[config.mk]
export PLATFORM = sky130hd
export DESIGN_NAME = mul_seq_ctrl_flat
export DESIGN_NICKNAME = d
export VERILOG_FILES = /design/src/rtl/riscv_pkg.sv /design/src/rtl/mul_seq_ctrl_if.sv /design/src/rtl/mul_seq_ctrl_add.sv /design/src/rtl/mul_seq_ctrl.sv /design/src/flat_wrapper.sv
export SDC_FILE = /design/constraint.sdc
export NUM_CORES = 1
export LEC_CHECK = 0
export CAP_MARGIN = 20
export CORE_MARGIN = 8
export CORE_UTILIZATION = 56
export CTS_CLUSTER_DIAMETER = 80
export DETAILED_ROUTE_END_ITERATION = 8
export PLACE_DENSITY_LB_ADDON = 0.1
export SKIP_LAST_GASP = 1
export SYNTH_ARGS = -nofsm -noshare
export SYNTH_HDL_FRONTEND = slang
export SYNTH_SLANG_ARGS = --single-unit
[constraint.sdc]
create_clock -name clk -period 30.1 [get_ports clk]
set_input_delay 6.02 -clock clk [delete_from_list [all_inputs] [get_ports clk]]
set_output_delay 6.02 -clock clk [all_outputs]
set_load 0.05 [all_outputs]
[src/rtl/riscv_pkg.sv]
// Shared RV32 execute-stage definitions used by the multiplier slice.
package riscv_pkg;

   localparam int unsigned XLEN      = 32;
   localparam int unsigned MUL_CNT_W = 5;

   typedef enum logic [1:0] {
      IDLE,
      BUSY,
      DONE
   } mul_state_t;

endpackage

[src/rtl/mul_seq_ctrl_if.sv]
// Start/busy/done handshake and operand/result bus of the sequential multiplier.
interface mul_seq_ctrl_if;
   import riscv_pkg::*;

   logic              start;
   logic              flush;
   logic [XLEN-1:0]   op_a;
   logic [XLEN-1:0]   op_b;
   logic              busy;
   logic              done;
   logic [2*XLEN-1:0] result;

   modport master (
      output start, flush, op_a, op_b,
      input  busy, done, result
   );

   modport slave (
      input  start, flush, op_a, op_b,
      output busy, done, result
   );

endinterface

[src/rtl/mul_seq_ctrl_add.sv]
// 32-bit ripple-carry adder built from per-bit full-adder equations.
module mul_seq_ctrl_add
   import riscv_pkg::*;
(
   input  logic [XLEN-1:0] a,
   input  logic [XLEN-1:0] b,
   input  logic            c_in,
   output logic [XLEN-1:0] sum,
   output logic            c_out
);

   // Carry ripples bit by bit from c_in up to c_out.
   always_comb begin
      logic carry;
      carry = c_in;
      sum   = '0;
      for (int unsigned i = 0; i < XLEN; i++) begin
         sum[i] = a[i] ^ b[i] ^ carry;
         carry  = (a[i] & b[i]) | (carry & (a[i] ^ b[i]));
      end
      c_out = carry;
   end

endmodule

[src/rtl/mul_seq_ctrl.sv]
// Shift-add 32x32->64 unsigned multiplier controller, one multiplier bit per
// cycle, sharing a single ripple adder. The pipeline stalls while busy is high.
module mul_seq_ctrl
   import riscv_pkg::*;
#(
   parameter bit EARLY_EXIT = 1'b0
)
(
   input  logic           clk,
   input  logic           rst,
   mul_seq_ctrl_if.slave  bus
);

   localparam int unsigned N_ITER = XLEN;

   mul_state_t           state;
   logic [XLEN-1:0]      mcand;
   logic [XLEN-1:0]      acc_hi;
   logic [XLEN-1:0]      acc_lo;
   logic [MUL_CNT_W-1:0] cnt;

   logic [XLEN-1:0]      addend;
   logic [XLEN-1:0]      add_sum;
   logic                 add_cout;
   logic [2*XLEN-1:0]    acc_next;
   logic [2*XLEN-1:0]    acc_final;
   logic [XLEN-1:0]      rem_mask;
   logic                 rem_zero;
   logic                 last_iter;
   logic [MUL_CNT_W-1:0] shamt;

   mul_seq_ctrl_add u_add (
      .a     (acc_hi),
      .b     (addend),
      .c_in  (1'b0),
      .sum   (add_sum),
      .c_out (add_cout)
   );

   // One shift-add step; also decides whether this is the final iteration.
   always_comb begin
      addend   = acc_lo[0] ? mcand : '0;
      acc_next = {add_cout, add_sum, acc_lo[XLEN-1:1]};
      // acc_lo[31-cnt:0] still holds unconsumed multiplier bits; bit 0 is
      // consumed now, so the ones left after the shift are acc_lo[31-cnt:1].
      rem_mask  = {XLEN{1'b1}} >> cnt;
      rem_zero  = ((acc_lo & rem_mask) >> 1) == '0;
      last_iter = (cnt == MUL_CNT_W'(N_ITER - 1)) || (EARLY_EXIT && rem_zero);
      // Skipped iterations would only shift right with a zero addend, so an
      // early exit applies all of them at once: 31-cnt positions.
      shamt     = ~cnt;
      acc_final = EARLY_EXIT ? (acc_next >> shamt) : acc_next;
   end

   // Controller FSM with registered busy/done/result.
   // The product is committed on the edge entering DONE so that result and
   // done become visible in the same cycle.
   always_ff @(posedge clk) begin
      if (rst) begin
         state      <= IDLE;
         mcand      <= '0;
         acc_hi     <= '0;
         acc_lo     <= '0;
         cnt        <= '0;
         bus.busy   <= 1'b0;
         bus.done   <= 1'b0;
         bus.result <= '0;
      end else begin
         case (state)
            IDLE: begin
               bus.done <= 1'b0;
               if (bus.start && !bus.flush) begin
                  state    <= BUSY;
                  bus.busy <= 1'b1;
                  mcand    <= bus.op_a;
                  acc_hi   <= '0;
                  acc_lo   <= bus.op_b;
                  cnt      <= '0;
               end
            end
            BUSY: begin
               if (bus.flush) begin
                  state    <= IDLE;
                  bus.busy <= 1'b0;
                  cnt      <= '0;
               end else if (last_iter) begin
                  state            <= DONE;
                  bus.busy         <= 1'b0;
                  bus.done         <= 1'b1;
                  {acc_hi, acc_lo} <= acc_final;
                  bus.result       <= acc_final;
                  cnt              <= '0;
               end else begin
                  {acc_hi, acc_lo} <= acc_next;
                  cnt              <= cnt + 1'b1;
               end
            end
            DONE: begin
               state    <= IDLE;
               bus.done <= 1'b0;
            end
            default: begin
               state    <= IDLE;
               bus.busy <= 1'b0;
               bus.done <= 1'b0;
            end
         endcase
      end
   end

endmodule
[src/flat_wrapper.sv]
// flat-port wrapper written by rule: the top's interface ports become plain ports
module mul_seq_ctrl_flat import riscv_pkg::*;
#(
   parameter bit EARLY_EXIT = 1'b0
)
  (clk, rst, bus_start, bus_flush, bus_op_a, bus_op_b, bus_busy, bus_done, bus_result);
  mul_seq_ctrl_if bus_i ();
  input  logic clk;
  input  logic rst;
  input wire logic [$bits(bus_i.start)-1:0] bus_start;
  input wire logic [$bits(bus_i.flush)-1:0] bus_flush;
  input wire logic [$bits(bus_i.op_a)-1:0] bus_op_a;
  input wire logic [$bits(bus_i.op_b)-1:0] bus_op_b;
  output wire logic [$bits(bus_i.busy)-1:0] bus_busy;
  output wire logic [$bits(bus_i.done)-1:0] bus_done;
  output wire logic [$bits(bus_i.result)-1:0] bus_result;
  assign bus_i.start = bus_start;
  assign bus_i.flush = bus_flush;
  assign bus_i.op_a = bus_op_a;
  assign bus_i.op_b = bus_op_b;
  assign bus_busy = bus_i.busy;
  assign bus_done = bus_i.done;
  assign bus_result = bus_i.result;
  mul_seq_ctrl #(.EARLY_EXIT(EARLY_EXIT)) u_core (.clk(clk), .rst(rst), .bus(bus_i));
endmodule
==> results of run 1 <==
-- worst max path at each step --
stage,startpoint,to,depth (start not counted)
floorplan,u_core.acc_lo[0],u_core.acc_hi[30],37
global placement,u_core.acc_lo[0],u_core.acc_hi[30],37
detailed placement,u_core.acc_lo[0],u_core.acc_hi[30],37
CTS,u_core.acc_lo[0],u_core.acc_hi[30],37
global route,u_core.acc_lo[0],u_core.acc_hi[30],37
finish,u_core.acc_lo[0],u_core.acc_hi[30],37
-- cell type report --
class | instances | area [um2]
sequential | 169 | 3380
fill | 1010 | 3580
clock inverter | 5 | 36.3
clock buffer | 27 | 513
timing repair buffer | 142 | 1420
tap | 172 | 215
multi-input combinational | 552 | 3350
inverter | 33 | 124
-- critical path, delay by kind of cell, from the launching register on --
kind                       cells  cell delay (ns)
and+or+nand+nor                3             0.28
buffers and inverters          1             0.05
AOI/OAI and AO/OA              1             0.12
adders and majority gates     32            13.79
DFF                            1             0.43
-- cell families (layout without fill, tap and decap cells) --
kind of cell,count (synthesis),count (layout)
flops,169,169
buf+inv,96,207
simple gates,313,313
fa+ha+maj,34,34
compound gates,171,171
mux,34,34
-- per-layer routing --
layer	vias up	global-route usage, %
li1	2877	-
met1	2718	24.2
met2	120	35.3
met3	14	4.72
met4	0	7.58
met5	-	0
-- state kept, by name (all words and copies together) (netlist names) --
register,cells
u_core.mcand,32
u_core.bus.result,64
u_core.cnt,5
u_core.state,2
u_core.acc_hi,32
u_core.acc_lo,32
u_core.bus.done,1
u_core.bus.busy,1
-- through the flow --
step / util, % / std cells / instance area [um2]
after global routing: 71.7 / 1100 / 9040
final: 71.7 / 1100 / 9040
after CTS: 71.5 / 1099 / 9020
after global placement: 67.0 / 1066 / 8460
after detailed placement: 67.2 / 1067 / 8470
after floorplan: - / 817 / 7220
-- Yosys cell counts --
master	n	area [um2]
nand3b_1	1	7.51
nand2b_1	1	6.26
mux2i_1	34	340
and3_1	1	6.26
nand2_2	2	12.5
a21oi_2	2	17.5
buf_4	4	30.0
a211oi_1	57	428
nor3_1	2	10.0
nor3_2	2	20.0
fa_1	31	621
buf_12	1	20.0
dfxtp_1	169	3380
and2_1	2	12.5
o21ai_0	3	15.0
a22oi_1	2	15.0
nor4b_4	1	23.8
nor2_1	138	518
clkbuf_1	33	124
a211oi_2	9	113
nor2b_1	1	6.26
o21bai_1	1	7.51
nand2_1	158	593
nor2_4	1	11.3
buf_8	1	15.0
ha_1	3	37.5
buf_1	1	3.75
inv_1	33	124
a21oi_1	96	480
buf_6	10	113
buf_2	13	65.1
o21a_1	1	7.51
or3b_1	1	8.76
nor3b_4	1	18.8
nand3_1	1	5.00
-- power by group --
group,switching [mW],internal [mW],total (mW)
logic,0.0183,0.0160,0.0344
registers,0.00389,0.229,0.233
clock network,0.0829,0.117,0.200
total,0.105,0.362,0.467
==> impl_metrics.py, run 1 <==
metrics = {
    "timing": {
        "hold_viol": 0,
        "fin_worst_hold_slack_ns": 0.453,
        "min_period_ns": 14.85,
        "skew_ns": 0.00999,
        "max_slew_margin_pct": 23.4,
        "rsz0062_at_grt": "no",
        "setup_viol": 0,
        "worst_slack_ns": 15.25,
        "fmax_mhz": 67.4,
        "tns_ns": 0,
        "fin_crit_sh_pct": 49.3,
        "worstMarginPinSlew_ns": 1.15,
        "finalMaxSlewViolations": 0,
    },
    "detailed_routing": {
        "vias": 5729,
        "wl_met3_um": 890,
        "met2_wirelength_um": 8530,
        "drt-wirelength-per-cell_um": 15.3,
        "viasPerCell": 5.21,
        "drtIter0Drc": 435,
        "drtPass1Iterations": 4,
        "wl_met1_um": 7190,
        "top_layer_used": "met4",
        "wirelength_um": 16800,
        "drc": 0,
        "ant_nets": 0,
    },
    "power": {
        "fin_total_pwr_uw": 467,
        "ir_worst_vdd_v": 0.0000299,
        "pwr_density_cell_nw_per_um2": 51.7,
        "p_leak_nw": 3.04,
    },
    "place": {
        "place_hpwl_um": 11400,
        "port-buffer-count": 133,
        "routabilityCongestion": 0.764,
        "dp_slack_ns": 15.25,
    },
    "logic_synthesis": {
        "synthesis.area_um2": 7220,
        "syn_nets": 919,
        "synth-warning-count": 0,
        "synthSimpleGateAreaFrac_pct": 17.5,
        "yosysSeqAreaShare_pct": 46.9,
        "synth_compound_area_share_pct": 15.0,
        "yosys.area_share.xor_xnor_pct": 0,
        "synth.area.mux_share_pct": 4.71,
        "synthAdderAreaFrac_pct": 9.12,
        "synth_seq_cells": 169,
        "synth_top_family_by_area": "simple AND/OR/NAND/NOR gates",
        "yosysUniqueCellTypes": 35,
        "syn_inst": 817,
        "avgSynthCellArea_um2": 8.84,
    },
    "worst_setup_path": {
        "path_max_fanout": 7,
        "worstSetupStartpointType": "flip-flop",
        "cpMostUsedCell": "fa_1",
        "cp-end-kind": "flip-flop",
        "r2r_slack_ns": 15.25,
        "cp_data_arrival_time_ns": 15.10,
        "timing.rr.start": "u_core.acc_lo[0]",
        "crit_required_ns": 30.36,
        "rr_endpoint": "u_core.acc_hi[30]",
        "r2r_cells": 37,
        "worstSetupPathType": "flip-flop to flip-flop",
        "critPathSlowestCell": "fa_1",
        "worst_path_largest_cell_delay_ns": 0.56,
    },
    "floorplanning": {
        "rows": 41,
        "start_util_pct": 57.2,
        "core-area_um2": 12600,
        "num_io_pins": 134,
        "die_w_um": 130,
        "die_area_um2": 16800,
        "die_h_um": 130,
    },
    "clock_network": {
        "cts_max_path_buffers": 2,
        "clkTransAtPathRegs_ns": 0.06,
        "ctsResizeCount": 0,
        "numClockSinks": 169,
        "htreeDepth": 4,
        "clock_latency_ns": 0.42,
        "cts_inserted_buffers": 17,
        "cts_root_buf": "clkbuf_16",
        "cts_setup_buffers": 0,
        "hold_buffers": 0,
        "cts_tree": "done",
    },
    "grt": {
        "grt_pass1_vias": 5817,
        "grt_pass1_wl_um": 27500,
        "grt_util_all_layers_pct": 20.4,
        "grt_max_degree": 107,
        "antenna_found_initial": 0,
        "grt.overflow.total": 0,
    },
    "cells_and_area": {
        "n_antenna_cell": 0,
        "final_common_cell": "dfxtp_1",
        "drive_above_1_share_pct": 6.36,
        "final_net_count": 1017,
        "areaGrowthSynthToFinish_pct": 25.3,
        "final_cell_mix": "169 x dfxtp_1, 158 x nand2_1, 138 x nor2_1",
    },
    "hold_path": {
        "hold-path-endpoint": "u_core.bus.result[12]",
        "hold_start": "u_core.bus.result[12]",
        "hold_class": "flip-flop to flip-flop",
        "hold_depth": 2,
    },
    "flow_run": {
        "max_cap_violations": 0,
    },
    "status": {
        "status": "complete, no violations",
    },
}
(Power assumes the default switching activity.)
==> inputs of run 2 (changes only) <==
- CORE_UTILIZATION: 56 -> 52
- clock period: 30.1 -> 15.55 ns (I/O delays scaled with it)
==> impl_metrics.py, run 2 (synthesis results as in run 1) <==
metrics = {
    "grt": {
        "grt_pass1_wl_um": 26900,
        "grt_util_all_layers_pct": 18.2,
        "antenna_found_initial": 1,
        "grt.overflow.total": 0,
        "grt_max_degree": 97,
        "grt_pass1_vias": 5555,
    },
    "worst_setup_path": {
        "worstSetupStartpointType": "flip-flop",
        "path_max_fanout": 32,
        "r2r_slack_ns": 0.82,
        "worstSetupPathType": "flip-flop to flip-flop",
        "timing.rr.start": "u_core.acc_lo[0]",
        "crit_required_ns": 15.81,
        "cp-end-kind": "flip-flop",
        "cp_data_arrival_time_ns": 14.99,
        "cpMostUsedCell": "fa_1",
        "critPathTopFamily": "adder cells",
        "critPathSlowestCell": "fa_1",
        "critPathLaunch": "u_core.acc_lo[0]",
        "critPathBufInv": 1,
        "worst_path_largest_cell_delay_ns": 0.55,
    },
    "detailed_routing": {
        "drtPass1Iterations": 4,
        "drt-wirelength-per-cell_um": 14.7,
        "wirelength_um": 16300,
        "drc": 0,
        "drtIter0Drc": 255,
        "vias": 5679,
        "viasPerCell": 5.12,
        "ant_nets": 0,
    },
    "timing": {
        "skew_ns": 0.00876,
        "rsz0062_at_grt": "no",
        "worstMarginPinSlew_ns": 1.06,
        "fin_crit_sh_pct": 94.7,
        "hold_viol": 0,
        "setup_viol": 0,
        "min_period_ns": 14.73,
        "max_slew_margin_pct": 29.6,
        "tns_ns": 0,
        "finalMaxSlewViolations": 0,
        "fmax_mhz": 67.9,
    },
    "place": {
        "port-buffer-count": 133,
        "routabilityCongestion": 0.807,
        "place_hpwl_um": 11200,
    },
    "clock_network": {
        "numClockSinks": 169,
        "htreeDepth": 4,
        "cts_tree": "done",
        "ctsResizeCount": 0,
        "cts_inserted_buffers": 17,
        "cts_setup_buffers": 0,
        "cts_root_buf": "clkbuf_16",
        "clock_latency_ns": 0.41,
        "clkTransAtPathRegs_ns": 0.06,
        "hold_buffers": 0,
        "cts_max_path_buffers": 2,
    },
    "cells_and_area": {
        "final_net_count": 1017,
        "drive_above_1_share_pct": 6.79,
        "largest_reg_flops": 64,
        "final_common_cell": "dfxtp_1",
        "regMostFlops": "u_core.bus.result",
        "final_cell_mix": "169 x dfxtp_1, 158 x nand2_1, 138 x nor2_1",
        "areaGrowthSynthToFinish_pct": 26.3,
    },
    "power": {
        "p_leak_nw": 3.09,
        "ir_worst_vdd_v": 0.0000709,
        "pwr_density_cell_nw_per_um2": 101,
        "fin_total_pwr_uw": 925,
    },
    "floorplanning": {
        "rows": 43,
        "core-area_um2": 13700,
        "die_h_um": 134,
        "num_io_pins": 134,
        "start_util_pct": 52.6,
        "die_w_um": 134,
        "die_area_um2": 17900,
    },
    "status": {
        "status": "complete, no violations",
    },
    "hold_path": {
        "hold_class": "flip-flop to flip-flop",
        "hold_start": "u_core.bus.result[11]",
    },
    "flow_run": {
        "max_cap_violations": 0,
    },
}
-- run 2: cell types whose count changed in the layout (fill, tap and decap cells not counted) --
cell	delta
clkbuf_1	-4
clkinv_2	+4
clkbuf_8	+2
clkinvlp_4	-2
buf_12	+1
buf_16	+1
buf_4	-1
buf_8	-1
bufinv_16	+1
clkinv_4	-1
diode_2	+1
-- run 2: tightest hold or removal path, cell delays in order (launching register included) --
cell and delay, ns:
dfxtp_1 0.31, nand2_1 0.05, a21oi_1 0.05
-- run 2: per-layer routing --
metal  share of wire, %  track usage [%]
met1                 45             22.4
met2                 48             30.5
met3                5.2             4.30
met4                1.0             6.36
met5                  0                0
-- run 2: worst paths after layout --
check                          end  cells past startpoint
max              u_core.acc_hi[30]                     36
max reg2reg      u_core.acc_hi[30]                     36
min reg2reg  u_core.bus.result[11]                      2
min          u_core.bus.result[11]                      2
-- run 2: per-stage QoR --
step | hold slack (ns) | instances | instance area, um2 | utilization [%] | setup WS [ns]
after global placement | 0.441 | 1073 | 8460 | 61.7 | 0.954
after floorplan | 0.432 | 817 | 7220 | - | 1.24
after global routing | 0.475 | 1109 | 9120 | 66.5 | 0.240
after CTS | 0.457 | 1106 | 9080 | 66.2 | 0.667
final | 0.452 | 1109 | 9120 | 66.5 | 0.820
after detailed placement | 0.448 | 1074 | 8490 | 61.9 | 0.771
-- run 2: where the power goes --
group          switching, mW  leakage (nW)  internal, mW
combinational         0.0351          1.42        0.0313
sequential           0.00740          1.37         0.444
clock                  0.158         0.295         0.249
-- run 2: cell type report --
cell class	instances	area (um2)
sequential	169	3380
timing repair buffer	142	1450
clock inverter	7	62.6
tap	180	225
fill	1139	4600
multi-input combinational	552	3350
clock buffer	25	526
antenna	1	2.50
inverter	33	124
==> RTL edit: new RTL, flow settings as in run 2 <==
`EARLY_EXIT` is set to 1'b0 in 2 places; all go to 1'b1.
--- a/src/rtl/mul_seq_ctrl.sv
+++ b/src/rtl/mul_seq_ctrl.sv
@@ -3,7 +3,7 @@
 module mul_seq_ctrl
    import riscv_pkg::*;
 #(
-   parameter bit EARLY_EXIT = 1'b0
+   parameter bit EARLY_EXIT = 1'b1
 )
 (
    input  logic           clk,
--- a/src/flat_wrapper.sv
+++ b/src/flat_wrapper.sv
@@ -1,7 +1,7 @@
 // flat-port wrapper written by rule: the top's interface ports become plain ports
 module mul_seq_ctrl_flat import riscv_pkg::*;
 #(
-   parameter bit EARLY_EXIT = 1'b0
+   parameter bit EARLY_EXIT = 1'b1
 )
   (clk, rst, bus_start, bus_flush, bus_op_a, bus_op_b, bus_busy, bus_done, bus_result);
   mul_seq_ctrl_if bus_i ();
Formal check against the unedited RTL: not equivalent (Yosys sat finds a counterexample within 4 cycles, from zero or initial values and one cycle with rst high).
==> RTL edit against run 2 <==
Total power increased by 14%. Sequential cell count unchanged. Worst setup slack got worse by 270 ps. Critical path depth increased by 6. Routed wire length increased to 2.8 times the old value. Final area increased by 55%. Synthesized area increased by 64%. Core utilization decreased by 3.8 points. Highest routed layer unchanged.
==> RTL edit: results <==
[worst_setup_path]
max_stage_delay_ps = 550
critical_path_arrival_ps = 15340
path_max_fanout = 4
crit_slowest_cell = mux4_2

[detailed_routing]
drt_iter0_drc = 1345
dr.pass1.iters = 6
vias = 11585
totalWireLength_mm = 45.0

[placed_design]
place_ws_ps = -272
place_congestion = 1.01
portBuffers = 133
place_hpwl_mm = 31.8

[clock_network]
clk_latency_ps = 450
cts_setup_buffers = 0
cts_made_buffers = 17

[synthesis]
async_flop_share_pct = 0
ys_top_cells_by_area = dfxtp_1, mux4_2, nand2_1
yosysUniqueCellTypes = 69
ys_warn_count = 0
seq_area_frac_synth_pct = 28.5
syn_avg_cell_area_um2 = 8.81
synth_common_cells = nand2_1, dfxtp_1, nor2_1

[global_routing]
grt_util_all_layers_pct = 31.7
grt_start_max_net_pins = 91
grt_pass1_wl_mm = 68.9
grt_pass1_vias = 11267
antenna_found_initial = 0

[final_layout]
top_register = u_core.bus.result
final_layout_size_suffix_gt1_share_pct = 16.9
instances_no_fill = 1731
final_nets = 1539
diodes = 0

[power_and_ir_drop]
p_leak_nw = 4.48
ir_drop_mv = 0.0480

[outcome]
run_status = completed

[worst_hold_path]
hp-class = reg2reg

[timing]
finalClockSkew_ps = 19.6
slew-limit-headroom_pct = 28.6
-- RTL edit: worst paths after layout --
| kind | start | endpoint | slack [ps] | depth (start not counted) |
|---|---|---|---|---|
| setup reg to reg | u_core.acc_lo[0] | u_core.acc_hi[0] | 550 | 42 |
| hold reg to reg | u_core.bus.done | u_core.bus.done | 450 | 2 |
| setup / recovery | u_core.acc_lo[0] | u_core.acc_hi[0] | 550 | 42 |
| hold / removal | u_core.bus.done | u_core.bus.done | 450 | 2 |
-- RTL edit: cell type report --
cell class / instances / area [um^2]
multi-input cells: 1000 / 7750
clock inverters: 13 / 164
inverters: 52 / 195
well taps: 285 / 357
flip-flops and latches: 169 / 3390
repair buffers: 194 / 1800
clock buffers: 18 / 439
fillers: 1998 / 8410
-- RTL edit: logic make-up (layout without fill, tap and decap cells) --
kind of cell	after synthesis	count (layout)	synth area share, %
buf+inv	178	277	6.58
compound gates	341	341	21.0
fa+ha+maj	37	37	5.86
mux	158	158	20.9
simple gates	464	464	17.1
flops	169	169	28.5
-- RTL edit: power by group --
| group | switching [mW] | internal, mW | leakage [nW] |
|---|---|---|---|
| clock | 0.211 | 0.246 | 0.294 |
| sequential | 0.0228 | 0.444 | 1.37 |
| combinational | 0.0711 | 0.0558 | 2.81 |
| total | 0.305 | 0.746 | 4.48 |
-- RTL edit: what timing repair did --
item / in CTS / in global routing
cloned: 0 / 0
gates resized for setup: 7 / 8
pin swaps: 1 / 2
setup endpoints to repair: 43 / 60
-- RTL edit: worst max-delay path: cells and delay by family, from the launching register on --
kind            cells  cell delay, ps
buf+inv             2             180
simple gates        4             380
compound gates      1             270
flops               1             330
fa+ha+maj          32           12880
mux                 3             850
-- RTL edit: through the flow --
stage	cell area, um^2	utilization, %
finish	14100	62.6
floorplan	11900	-
CTS	14000	62.4
detailed placement	13400	59.6
global placement	13400	59.6
global route	14100	62.6
-- RTL edit: per-layer routing --
layer / vias up / share of wire [%] / global-route usage [%] / routed length [um]
met2: 663 / 48 / 51.7 / 21400
met3: 144 / 7.6 / 5.15 / 3420
met4: 0 / 6.2 / 18.3 / 2810
met5: - / 0 / 0 / 0
met1: 5638 / 38 / 39.3 / 17300
li1: 5140 / - / - / -
